==> src/rtl/instr_encoder.sv <==
// instr_encoder: packs RV32 instruction fields into a 32-bit word after range-checking
// the immediate for its format, then streams words to instruction memory with sequential addresses.
module instr_encoder #(
    parameter logic [31:0] BASE_ADDR = 32'h0000_0000,
    parameter int          ADDR_W    = 32
) (
    input  logic              clk,
    input  logic              rst,
    input  logic              restart,
    input  logic              in_valid,
    output logic              in_ready,
    input  logic [6:0]        opcode,
    input  logic [4:0]        rd_addr,
    input  logic [4:0]        rs1_addr,
    input  logic [4:0]        rs2_addr,
    input  logic [2:0]        funct3,
    input  logic [6:0]        funct7,
    input  logic [31:0]       imm,
    output logic              out_valid,
    input  logic              out_ready,
    output logic [31:0]       im_wdata,
    output logic [ADDR_W-1:0] im_addr,
    output logic              err_flag,
    output logic [7:0]        err_cnt
);
    localparam logic [6:0] OP_R      = 7'b0110011;
    localparam logic [6:0] OP_ITYPE  = 7'b0010011;
    localparam logic [6:0] OP_LOAD   = 7'b0000011;
    localparam logic [6:0] OP_FLW    = 7'b0000111;
    localparam logic [6:0] OP_JALR   = 7'b1100111;
    localparam logic [6:0] OP_STORE  = 7'b0100011;
    localparam logic [6:0] OP_FSW    = 7'b0100111;
    localparam logic [6:0] OP_BRANCH = 7'b1100011;
    localparam logic [6:0] OP_LUI    = 7'b0110111;
    localparam logic [6:0] OP_AUIPC  = 7'b0010111;
    localparam logic [6:0] OP_JAL    = 7'b1101111;

    localparam logic [ADDR_W-1:0] BASE = BASE_ADDR[ADDR_W-1:0];

    typedef enum logic {EMPTY, FULL} state_t;

    state_t      state, state_next;
    logic        legal;
    logic [31:0] word;
    logic        accept, take, reject, fire;

    // Per-format packing and immediate range check; unknown opcodes stay illegal.
    always_comb begin
        legal = 1'b0;
        word  = 32'h0;
        case (opcode)
            OP_R: begin
                legal = 1'b1;
                word  = {funct7, rs2_addr, rs1_addr, funct3, rd_addr, opcode};
            end
            OP_ITYPE: begin
                if (funct3 == 3'b001 || funct3 == 3'b101) begin
                    legal = (imm[31:5] == 27'h0);
                    word  = {funct7, imm[4:0], rs1_addr, funct3, rd_addr, opcode};
                end else begin
                    legal = (imm[31:11] == {21{imm[11]}});
                    word  = {imm[11:0], rs1_addr, funct3, rd_addr, opcode};
                end
            end
            OP_LOAD, OP_FLW, OP_JALR: begin
                legal = (imm[31:11] == {21{imm[11]}});
                word  = {imm[11:0], rs1_addr, funct3, rd_addr, opcode};
            end
            OP_STORE, OP_FSW: begin
                legal = (imm[31:11] == {21{imm[11]}});
                word  = {imm[11:5], rs2_addr, rs1_addr, funct3, imm[4:0], opcode};
            end
            OP_BRANCH: begin
                legal = (imm[31:12] == {20{imm[12]}}) && !imm[0];
                word  = {imm[12], imm[10:5], rs2_addr, rs1_addr, funct3, imm[4:1], imm[11], opcode};
            end
            OP_LUI, OP_AUIPC: begin
                legal = (imm[11:0] == 12'h0);
                word  = {imm[31:12], rd_addr, opcode};
            end
            OP_JAL: begin
                legal = (imm[31:20] == {12{imm[20]}}) && !imm[0];
                word  = {imm[20], imm[10:1], imm[11], imm[19:12], rd_addr, opcode};
            end
            default: ;
        endcase
    end

    // out_valid is masked during rst so no memory write can complete in that cycle.
    assign out_valid = (state == FULL) && !rst;
    assign in_ready  = !out_valid || out_ready;
    assign accept    = in_valid && in_ready;
    assign take      = accept && legal;
    assign reject    = accept && !legal;
    assign fire      = out_valid && out_ready;

    always_ff @(posedge clk) begin
        if (rst) state <= EMPTY;
        else     state <= state_next;
    end

    always_comb begin
        state_next = state;
        case (state)
            EMPTY: if (take) state_next = FULL;
            FULL: begin
                if (take)           state_next = FULL;
                else if (out_ready) state_next = EMPTY;
            end
            default: state_next = EMPTY;
        endcase
    end

    always_ff @(posedge clk) begin
        if (rst)       im_wdata <= 32'h0;
        else if (take) im_wdata <= word;
    end

    // restart takes priority over an address advance in the same cycle.
    always_ff @(posedge clk) begin
        if (rst || restart) im_addr <= BASE;
        else if (fire)      im_addr <= im_addr + ADDR_W'(4);
    end

    always_ff @(posedge clk) begin
        if (rst || restart) begin
            err_flag <= 1'b0;
            err_cnt  <= 8'h0;
        end else if (reject) begin
            err_flag <= 1'b1;
            if (err_cnt != 8'hFF) err_cnt <= err_cnt + 8'd1;
        end
    end
endmodule

==> config.mk <==
export PLATFORM = sky130hd
export DESIGN_NAME = instr_encoder
export DESIGN_NICKNAME = d
export VERILOG_FILES = /design/src/rtl/instr_encoder.sv
export SDC_FILE = /design/constraint.sdc
export NUM_CORES = 1
export LEC_CHECK = 0
export ABC_AREA = 1
export ABC_CLOCK_PERIOD_IN_PS = 2800
export BUFFER_PORTS_ARGS = -buffer_cell sky130_fd_sc_hd__buf_2
export CAP_MARGIN = 20
export CORE_MARGIN = 2
export CORE_UTILIZATION = 45
export DETAILED_ROUTE_END_ITERATION = 8
export PLACE_DENSITY = 0.73
export SYNTH_ARGS = -nofsm -noshare
export SYNTH_HDL_FRONTEND = slang
export SYNTH_SLANG_ARGS = --single-unit
export TNS_END_PERCENT = 30
==> constraint.sdc <==
create_clock -name clk -period 2.8 [get_ports clk]
set_input_delay 0.28 -clock clk [delete_from_list [all_inputs] [get_ports clk]]
set_output_delay 0.28 -clock clk [all_outputs]
set_load 0.005 [all_outputs]
==> flow_summary.yaml <==
timing:
  fin_setup_tns_ns: 0
  max_slew_margin_pct: 53.4
  fin_skew_ns: 0.0125
  worst_pin_slew_ns: 0.698
  fin_ws_ns: 0.782
  period_needed_ns: 2.02
  whs_ns: 0.229
  finalHoldViolCount: 0
  grt_setup_unrepaired: "no"
  setup_violations: 0
  maxSlewViolCount: 0
  fmax_mhz: 496
  post-route-period-util_pct: 72.1
layout:
  area_growth_pct: 23.9
  utilization_pct: 57.4
  n_antenna_cell: 0
  drive_gt1_share_pct: 26.0
  nNetsFinal: 868
route:
  totalWireLength_mm: 12.5
  wl_per_cell_um: 13.4
  vias: 4799
  firstDrtPassIters: 6
  drc_errors: 0
  vias_per_cell: 5.16
  ant_nets: 0
  initialDrtViolationCount: 221
yosys:
  seq_area_frac_synth_pct: 33.7
  synth.distinct_cells: 44
  yosys-top-cells-area: "dfxtp_1, nand2_1, nor2_1, inv_1, nand3_1"
  synthFlopType: "dfxtp_1"
  ys_ff_latch: 72
  netlist_instances: 656
  synth_most_common_cell: "nand2_1"
  synth_common_cells: "nand2_1, nor2_1, inv_1, dfxtp_1, nand3_1"
  synth-xor-area-share_pct: 2.66
  synth_fa_ha_area_share_pct: 0.877
  synth_top_area_share_pct: 33.7
  yosysWarnings: 0
  synth_compound_area_share_pct: 15.3
  async_flop_share_pct: 0
  syn_area_per_cell_sq_um: 6.52
  syn_area_sq_um: 4280
  synth_top_area_cell: "dfxtp_1"
  synth_edf_count: 0
  synth_mux_area_share_pct: 0
  synth_top_family_by_area: "simple AND/OR/NAND/NOR gates"
  yosys.area_share.simple_pct: 37.3
run_status:
  status: "finished clean"
clock_tree:
  ctsResizeCount: 0
  cts_hold_buf: 0
  cts_buffer_depth: 2
  numCtsBuffers: 9
  clock_latency_ns: 0.35
  cts-root-buf: "clkbuf_8"
  cts_tree: "yes"
  cts_setup_buffers: 0
  htree_levels: 3
  cts.sinks: 72
  path_clk_slew_ns: 0.08
grt:
  track_usage_pct: 24.2
  gr-total-overflow: 0
  grt_pass1_vias: 4411
  grt_pass1_wl_mm: 20.1
  grt_max_degree: 31
  antenna_found_initial: 0
min_path:
  min-delay-start: "rd_addr[2]"
  hold_end: "im_wdata[9]"
  hp-class: "in2reg"
  hold_depth: 3
critical_path:
  arrival_ns: 2.26
  worst_setup_path_end_kind: "flop"
  critPathKind: "in2reg"
  cp_max_fo: 30
  r2r-end: "im_addr[26]"
  r2r_cells: 10
  timing.rr.start: "im_addr[2]"
  crit_required_ns: 3.04
  start_kind: "primary input"
  critPathLaunch: "imm[11]"
  r2r_setup_slack_ns: 0.88
placement:
  port_buffers: 141
  pre_cts_ws_ns: 0.462
  gp_congestion: 0.956
  hpwl_mm: 9.71
floorplan:
  die_h_um: 102
  start_util_pct: 46.3
  core.rowCount: 35
  io_pins: 144
  dieArea_sq_um: 10300
  die_x_um: 102
  core-area_sq_um: 9240
power:
  vdd_drop_max_uv: 275
  leakagePower_nw: 2.56
  p_per_area_nw_per_um2: 421
job:
  max_cap_viol_count: 0
==> layout by cell type, fill, tap and decap left out, types with 2 or more instances in the layout <==
| cell type | netlist | final |
|---|---|---|
| a211oi_1 | 2 | 2 |
| clkbuf_8 | 0 | 9 |
| xnor2_1 | 4 | 4 |
| a21oi_2 | 8 | 8 |
| dfxtp_1 | 72 | 72 |
| o211ai_1 | 7 | 7 |
| nor2_4 | 2 | 2 |
| o21ai_0 | 30 | 30 |
| nand3_1 | 44 | 44 |
| ha_1 | 3 | 3 |
| conb_1 | 1 | 2 |
| nand2_2 | 13 | 13 |
| nand2_4 | 2 | 2 |
| buf_4 | 4 | 2 |
| bufinv_16 | 0 | 3 |
| inv_2 | 5 | 5 |
| buf_2 | 1 | 141 |
| nand2_1 | 147 | 147 |
| nand3b_1 | 2 | 2 |
| nor3_1 | 16 | 16 |
| inv_1 | 81 | 81 |
| xor2_1 | 9 | 9 |
| o21a_1 | 2 | 2 |
| nand4_1 | 15 | 15 |
| o21ai_1 | 3 | 3 |
| nor2_2 | 5 | 5 |
| a21oi_1 | 36 | 36 |
| a22oi_1 | 4 | 4 |
| nor3_2 | 2 | 2 |
| nor2_1 | 103 | 103 |
| o22ai_1 | 4 | 4 |
| o21ai_2 | 9 | 9 |
==> through the flow <==
step | power (mW) | instance area (sq um) | instances
detailed placement | 1.23 | 5060 | 914
global route | 2.31 | 5300 | 930
finish | 2.23 | 5300 | 930
CTS | 2.25 | 5300 | 930
global placement | 1.23 | 5060 | 914
floorplan | 1.14 | 4280 | 657
==> area by class of cell <==
| class | count | area, sq um |
|---|---|---|
| fillers | 917 | 3940 |
| multi-input cells | 483 | 2410 |
| flip-flops and latches | 72 | 1440 |
| repair buffers | 143 | 721 |
| inverters | 87 | 327 |
| well taps | 129 | 161 |
| clock buffers | 10 | 128 |
| clock inverters | 6 | 115 |
==> worst max path at each step <==
stage | to | slack [ns] | cells after the start
after floorplan | im_wdata[23] | 1.12 | 15
after global placement | im_wdata[15] | 0.53 | 16
after detailed placement | im_wdata[25] | 0.46 | 15
after CTS | im_wdata[25] | 0.83 | 14
after global routing | im_wdata[21] | 0.50 | 15
final | im_wdata[14] | 0.78 | 16
==> power by group <==
part | internal, mW | switching [mW]
Sequential | 1.02 | 0.00177
Combinational | 0.0665 | 0.118
Clock | 0.597 | 0.421
Total | 1.69 | 0.541
==> sequential cells by signal, summed over array words and instances, names as in the netlist <==
signal and count:
im_wdata 32, im_addr 30, err_cnt 8, err_flag 1, state 1
==> per-layer routing <==
| layer | global-route usage (%) | wire length [um] |
|---|---|---|
| met1 | 30.4 | 5260 |
| met2 | 42.7 | 6060 |
| met3 | 3.45 | 954 |
| met4 | 7.69 | 195 |
| met5 | 0 | 0 |
==> critical path, stage by stage <==
cell and delay, ns:
buf_2 0.14, inv_1 0.18, ha_1 0.20, inv_1 0.04, nor2_1 0.08, nand2_1 0.06, nor2_1 0.10, nand3_1 0.08
nand2_1 0.09, nand2_2 0.07, nand2_2 0.10, nand2_4 0.22, inv_2 0.40, nand2_1 0.10, nand2_1 0.07, nor2_1 0.05
==> cells by family after synthesis <==
group                      after synthesis
and+or+nand+nor                        357
buffers and inverters                  102
xor gates and xnor gates                13
DFF                                     72
other                                    1
AOI/OAI and AO/OA                      108
adders and majority gates                3
No activity file was read; power rests on OpenSTA's default activity.
